===== config.mk =====
export PLATFORM = sky130hd
export DESIGN_NAME = boron_crypt_core
export DESIGN_NICKNAME = d
export VERILOG_FILES = /design/src/rtl/boron_crypt_core.sv
export SDC_FILE = /design/constraint.sdc
export NUM_CORES = 1
export LEC_CHECK = 0
export ABC_AREA = 0
export BUFFER_PORTS_ARGS = -buffer_cell sky130_fd_sc_hd__buf_4
export CORE_AREA = 5 5 282 174
export DETAILED_ROUTE_END_ITERATION = 8
export DIE_AREA = 0 0 287 179
export GPL_TIMING_DRIVEN = 0
export HOLD_SLACK_MARGIN = 0.15
export PLACE_DENSITY = 0.59
export SYNTH_ARGS = -nofsm -noshare
export SYNTH_HDL_FRONTEND = slang
export SYNTH_SLANG_ARGS = --single-unit

===== constraint.sdc =====
create_clock -name clk -period 3.35 [get_ports clk]
set_input_delay 0 -clock clk [delete_from_list [all_inputs] [get_ports clk]]
set_output_delay 0 -clock clk [all_outputs]
set_load 0.005 [all_outputs]

===== src/rtl/boron_crypt_core.sv =====
// Boron block-cipher engine: iterative, one round per clock, encrypt or decrypt per block.
// Define BORON_KEY_CACHE_EN to cache the last round key so repeat-key decrypts skip KEYGEN.
module boron_crypt_core #(
    parameter int KEY_BITS   = 80,
    parameter int NUM_ROUNDS = 25
) (
    input  logic                clk,
    input  logic                reset,
    input  logic                in_valid,
    output logic                in_ready,
    input  logic                in_mode,
    input  logic [KEY_BITS-1:0] in_key,
    input  logic [63:0]         in_text,
    output logic                out_valid,
    input  logic                out_ready,
    output logic [63:0]         out_text,
    output logic                busy
);
    // state  | meaning
    // IDLE   | waiting for a block
    // KEYGEN | decrypt only: run the forward schedule up to the last round key
    // ROUND  | one cipher round per cycle
    // FINAL  | last key whitening, result captured
    // DONE   | result held until the sink takes it
    localparam int CW = $clog2(NUM_ROUNDS + 1);
    localparam logic [CW-1:0] LAST_CNT = CW'(NUM_ROUNDS - 1);
    localparam logic [CW-1:0] ROUNDS_C = CW'(NUM_ROUNDS);
    localparam logic [63:0] SBOX  = 64'h2174_8FE3_DA09_B65C;
    localparam logic [63:0] ISBOX = 64'hA970_364B_D21C_8FE5;

    if (KEY_BITS != 80 && KEY_BITS != 128) begin : g_bad_key_bits
        $error("boron_crypt_core: KEY_BITS must be 80 or 128");
    end
    if (NUM_ROUNDS < 1 || NUM_ROUNDS > 31) begin : g_bad_num_rounds
        $error("boron_crypt_core: NUM_ROUNDS must be in 1..31");
    end

    typedef enum logic [2:0] {IDLE, KEYGEN, ROUND, FINAL, DONE} state_t;

    function automatic logic [63:0] enc_round(input logic [63:0] x);
        logic [63:0] y;
        logic [15:0] w0, w1, w2, w3;
        for (int i = 0; i < 16; i++) y[4*i +: 4] = SBOX[{x[4*i +: 4], 2'b00} +: 4];
        w0 = y[15:0];
        w1 = {y[30:16], y[31]};
        w2 = {y[40:32], y[47:41]};
        w3 = {y[54:48], y[63:55]};
        w1 = w1 ^ w0;
        w3 = w3 ^ w2;
        return {w2, w1, w0, w3};
    endfunction

    function automatic logic [63:0] dec_round(input logic [63:0] x);
        logic [63:0] y, z;
        logic [15:0] w0, w1, w2, w3;
        w3 = x[15:0];
        w0 = x[31:16];
        w1 = x[47:32] ^ w0;
        w2 = x[63:48];
        w3 = w3 ^ w2;
        y = {w3[8:0], w3[15:9], w2[6:0], w2[15:7], w1[0], w1[15:1], w0};
        for (int i = 0; i < 16; i++) z[4*i +: 4] = ISBOX[{y[4*i +: 4], 2'b00} +: 4];
        return z;
    endfunction

    function automatic logic [KEY_BITS-1:0] fwd_sched(input logic [KEY_BITS-1:0] k,
                                                      input logic [4:0] rc);
        logic [KEY_BITS-1:0] r;
        r = {k[KEY_BITS-14:0], k[KEY_BITS-1:KEY_BITS-13]};
        r[3:0] = SBOX[{r[3:0], 2'b00} +: 4];
        if (KEY_BITS == 128) r[7:4] = SBOX[{r[7:4], 2'b00} +: 4];
        r[19:15] = r[19:15] ^ rc;
        return r;
    endfunction

    function automatic logic [KEY_BITS-1:0] inv_sched(input logic [KEY_BITS-1:0] k,
                                                      input logic [4:0] rc);
        logic [KEY_BITS-1:0] r;
        r = k;
        r[19:15] = r[19:15] ^ rc;
        r[3:0] = ISBOX[{r[3:0], 2'b00} +: 4];
        if (KEY_BITS == 128) r[7:4] = ISBOX[{r[7:4], 2'b00} +: 4];
        return {r[12:0], r[KEY_BITS-1:13]};
    endfunction

    state_t              state_q, state_d;
    logic [CW-1:0]       cnt_q, cnt_d;
    logic [63:0]         s_q, s_d, out_q, out_d;
    logic [KEY_BITS-1:0] k_q, k_d;
    logic                mode_q, mode_d;
`ifdef BORON_KEY_CACHE_EN
    logic [KEY_BITS-1:0] mkey_q, mkey_d, cache_key_q, cache_key_d, cache_last_q, cache_last_d;
    logic                cache_vld_q, cache_vld_d, cache_hit;
    assign cache_hit = in_mode && cache_vld_q && (in_key == cache_key_q);
`endif

    always_comb begin
        state_d = state_q;
        cnt_d   = cnt_q;
        s_d     = s_q;
        k_d     = k_q;
        mode_d  = mode_q;
        out_d   = out_q;
`ifdef BORON_KEY_CACHE_EN
        mkey_d       = mkey_q;
        cache_key_d  = cache_key_q;
        cache_last_d = cache_last_q;
        cache_vld_d  = cache_vld_q;
`endif
        case (state_q)
            IDLE: begin
                if (in_valid) begin
                    s_d     = in_text;
                    k_d     = in_key;
                    mode_d  = in_mode;
                    cnt_d   = '0;
                    state_d = in_mode ? KEYGEN : ROUND;
`ifdef BORON_KEY_CACHE_EN
                    mkey_d = in_key;
                    if (cache_hit) begin
                        k_d     = cache_last_q;
                        cnt_d   = ROUNDS_C;
                        state_d = ROUND;
                    end
`endif
                end
            end
            KEYGEN: begin
                k_d   = fwd_sched(k_q, 5'(cnt_q) + 5'd1);
                cnt_d = cnt_q + 1'b1;
                if (cnt_q == LAST_CNT) begin
                    state_d = ROUND;
`ifdef BORON_KEY_CACHE_EN
                    cache_key_d  = mkey_q;
                    cache_last_d = k_d;
                    cache_vld_d  = 1'b1;
`endif
                end
            end
            ROUND: begin
                if (!mode_q) begin
                    s_d   = enc_round(s_q ^ k_q[63:0]);
                    k_d   = fwd_sched(k_q, 5'(cnt_q) + 5'd1);
                    cnt_d = cnt_q + 1'b1;
                    if (cnt_q == LAST_CNT) begin
                        state_d = FINAL;
`ifdef BORON_KEY_CACHE_EN
                        cache_key_d  = mkey_q;
                        cache_last_d = k_d;
                        cache_vld_d  = 1'b1;
`endif
                    end
                end else begin
                    // walking the schedule backwards recovers the previous round key
                    s_d   = dec_round(s_q ^ k_q[63:0]);
                    k_d   = inv_sched(k_q, 5'(cnt_q));
                    cnt_d = cnt_q - 1'b1;
                    if (cnt_q == CW'(1)) state_d = FINAL;
                end
            end
            FINAL: begin
                s_d     = s_q ^ k_q[63:0];
                out_d   = s_q ^ k_q[63:0];
                state_d = DONE;
            end
            DONE: begin
                if (out_ready) state_d = IDLE;
            end
            default: state_d = IDLE;
        endcase
    end

    always_ff @(posedge clk) begin
        if (!reset) begin
            state_q <= IDLE;
            cnt_q   <= '0;
            s_q     <= '0;
            k_q     <= '0;
            mode_q  <= 1'b0;
            out_q   <= '0;
        end else begin
            state_q <= state_d;
            cnt_q   <= cnt_d;
            s_q     <= s_d;
            k_q     <= k_d;
            mode_q  <= mode_d;
            out_q   <= out_d;
        end
    end

`ifdef BORON_KEY_CACHE_EN
    always_ff @(posedge clk) begin
        if (!reset) begin
            mkey_q       <= '0;
            cache_key_q  <= '0;
            cache_last_q <= '0;
            cache_vld_q  <= 1'b0;
        end else begin
            mkey_q       <= mkey_d;
            cache_key_q  <= cache_key_d;
            cache_last_q <= cache_last_d;
            cache_vld_q  <= cache_vld_d;
        end
    end
`endif

    assign in_ready  = (state_q == IDLE) && reset;
    assign out_valid = (state_q == DONE);
    assign busy      = (state_q != IDLE);
    assign out_text  = out_q;
endmodule

==> metrics.cfg <==
[finish]
final_common_cell = dfxtp_1
utilization_pct = 48.0
final_cell_mix = dfxtp_1 (217), buf_4 (215), nor2_1 (206), a21oi_1 (155), dlygate4sd3_1 (150)
syn_to_final_growth_pct = 27.9
final_area_mm2 = 0.0221
drive_gt1_share_pct = 17.9
fin_nets = 2671
fill_cells = 4469
diodes = 0

[route]
drt_iter0_markers = 3547
wire_per_inst_um = 31.5
ant_nets = 0
first_pass_iters = 9
drc_errors = 15
viasPerCell = 6.39
routed-via-count = 19460
wl_um = 95900

[sta]
hold_viol = 0
tightestPinTransition_ns = 1.44
max_freq_mhz = 286
drv_slew = 0
setup_tns_ns = -0.246
whs_ns = 0.253
fin_ws_ns = -0.143
rsz0062_at_grt = yes
relSlewSlack_pct = 3.83
fin_crit_ns = 3.49
skew_ns = 0.0277
period_share_pct = 104
setup_viol_count_final = 3

[floorplanning]
core-area_mm2 = 0.0459
start_util_pct = 37.5
fp-row-count = 61
ios = 216
die_height_um = 179
die_x_um = 287
dieArea_mm2 = 0.0514

[place]
place_congestion = 1.05
port_buffers = 215
dpl_cell_area_mm2 = 0.0197
dp_hpwl_um = 73500

[worst_setup_path]
end_kind = register
required_ns = 3.87
crit_arrival_ns = 4.01
worstSetupStartpointType = register
path_buf_inv = 4
max_stage_delay_ns = 0.98
rr_worst_depth = 7
crit_chain = clkbuf_1 -> inv_1 -> clkbuf_1 -> nand2_1 -> o22a_1 -> o21ai_0 -> dlygate4sd3_1
worst-path-stages = 7
cp_max_fo = 10
cpLargestDelayFamily = buffers and inverters
crit_type = reg2reg
crit_slowest_cell = clkbuf_1
cp_common_cell = clkbuf_1

[synthesis]
yosys_warnings = 0
async_flop_share_pct = 0
synth_edf_count = 0
synth.net_count = 2280
yosysUniqueCellTypes = 76
synthCells = 2009
yosysSeqAreaShare_pct = 25.2
syn-mean-instance-area_um2 = 8.59
synth.cell_area_mm2 = 0.0172
ys_dominant_reg_cell = dfxtp_1
ys_seq_elements = 217

[grt]
grt_pass1_vias = 17994
grt_pass1_wl_um = 132000
grt_antenna_before_repair = 4
grt_max_degree = 14
grt_overflow = 0
grt_use_total_pct = 35.7

[power]
p_int_w = 0.0133
peakVddDrop_mv = 0.483
combPwrFrac_pct = 74.6
power.switching_w = 0.0173
power-per-cell-area_mw_per_mm2 = 1380
seq_power_share_pct = 15.5
power_frac_clock_pct = 9.9
switching_share_pct = 56.5
cellLeakagePower_nw = 8.84

[cts]
cts_buffer_depth = 3
cts-buffers-inserted = 25
worstSkewPairLatency_ns = 0.59
cts_root_buf = clkbuf_16
htree_levels = 1
clock_sinks = 217
path_clk_slew_ns = 0.07
cts_tree = yes

[run_status]
outcome = finished with violations
violations = design-rule violations, negative setup slack

[min_path]
min_path_type = in2reg
holdPathStages = 4

[job]
cap_violations = 0

routing by layer:
metal / up-vias / part of all wire (%) / track usage, %
met5: - / 0 / 0
met3: 253 / 16 / 15.9
met2: 1514 / 39 / 49.1
met1: 9496 / 41 / 49.9
li1: 8197 / - / -
met4: 0 / 4.0 / 10.8
final timing paths:
kind	end	slack, ns	start
worst max-delay path	s_q[53]	-0.14	mode_q
worst min-delay path	state_q[2]	0.25	out_ready
worst max register to register	s_q[53]	-0.14	mode_q
worst min register to register	out_text[16]	0.46	out_text[16]
flip-flops by register name, indices dropped and copies added, names as in the netlist:
register and count:
cnt_q 5, s_q 64, mode_q 1, state_q 3, out_text 64, k_q 80
area by class of cell:
class / count / area (µm²) / share of cell area (%)
plain buffers: 155 / 679 / 3.08
clock buffers: 33 / 686 / 3.11
clock inverters: 11 / 149 / 0.675
inverters: 114 / 435 / 1.97
multi-input cells: 1522 / 11900 / 53.8
flip-flops and latches: 217 / 4340 / 19.7
well taps: 630 / 788 / 3.57
repair buffers: 365 / 3120 / 14.1
worst register-to-register path: cells and delay by family, from the launching register on:
kind | cells | cell delay, ns
flops | 1 | 0.30
buf+inv | 4 | 2.14
compound gates | 2 | 0.40
simple gates | 1 | 0.62
synth_stat cells, types with 7 or more instances:
master | instances | area share, %
dfxtp_1 | 217 | 25
nor2_1 | 208 | 4.5
a21oi_1 | 155 | 4.5
a211oi_1 | 133 | 5.8
o21ai_0 | 133 | 3.9
nand2_1 | 126 | 2.7
ha_1 | 122 | 8.8
clkbuf_1 | 108 | 2.4
xnor2_1 | 106 | 5.4
inv_1 | 101 | 2.2
a222oi_1 | 72 | 4.2
mux2i_1 | 52 | 3.0
xor2_1 | 39 | 2.0
mux4_2 | 38 | 5.0
xnor2_2 | 37 | 3.5
a221oi_1 | 32 | 1.6
nand3_1 | 32 | 0.93
nor3_1 | 31 | 0.90
o211ai_1 | 28 | 1.2
buf_2 | 26 | 0.75
a31oi_1 | 23 | 0.83
buf_1 | 14 | 0.30
o221ai_1 | 14 | 0.71
nor3b_1 | 13 | 0.57
xor2_2 | 11 | 1.0
mux2_2 | 10 | 0.65
inv_2 | 9 | 0.20
o221a_2 | 7 | 0.46
xnor2_4 | 7 | 1.1
kinds of logic (layout without fill, tap and decap cells):
logic type	Yosys count	count (layout)	share of synthesized area, %
AOI/OAI and AO/OA	655	655	26.0
and+or+nand+nor	437	437	10.7
buffers and inverters	270	678	6.46
DFF	217	217	25.2
xor gates and xnor gates	203	203	13.5
adders and majority gates	123	123	8.91
muxes	104	104	9.24
power groups by stage:
stage / combinational (W) / sequential [W] / clock, W
after floorplan: 0.0146 / 0.00405 / 0
after global placement: 0.0209 / 0.00464 / 0
after detailed placement: 0.0212 / 0.00466 / 0
after CTS: 0.0215 / 0.00461 / 0.00300
after global routing: 0.0238 / 0.00472 / 0.00310
final: 0.0228 / 0.00474 / 0.00303
metrics by stage:
step	total power, W	cells	worst slack (ns)
final	0.0305	3047	-0.143
after global routing	0.0316	3047	-0.0570
after CTS	0.0291	3048	0.00662
after detailed placement	0.0259	2854	-0.336
after global placement	0.0255	2854	-0.179
after floorplan	0.0186	2009	0.895
timing repair:
item	in CTS	in global routing
resized for setup	3	14
hold buffers	150	0
setup buffers	0	0
setup endpoints to repair	11	28
endpoints found under the hold margin	147	0
(Power assumes the default switching activity.)
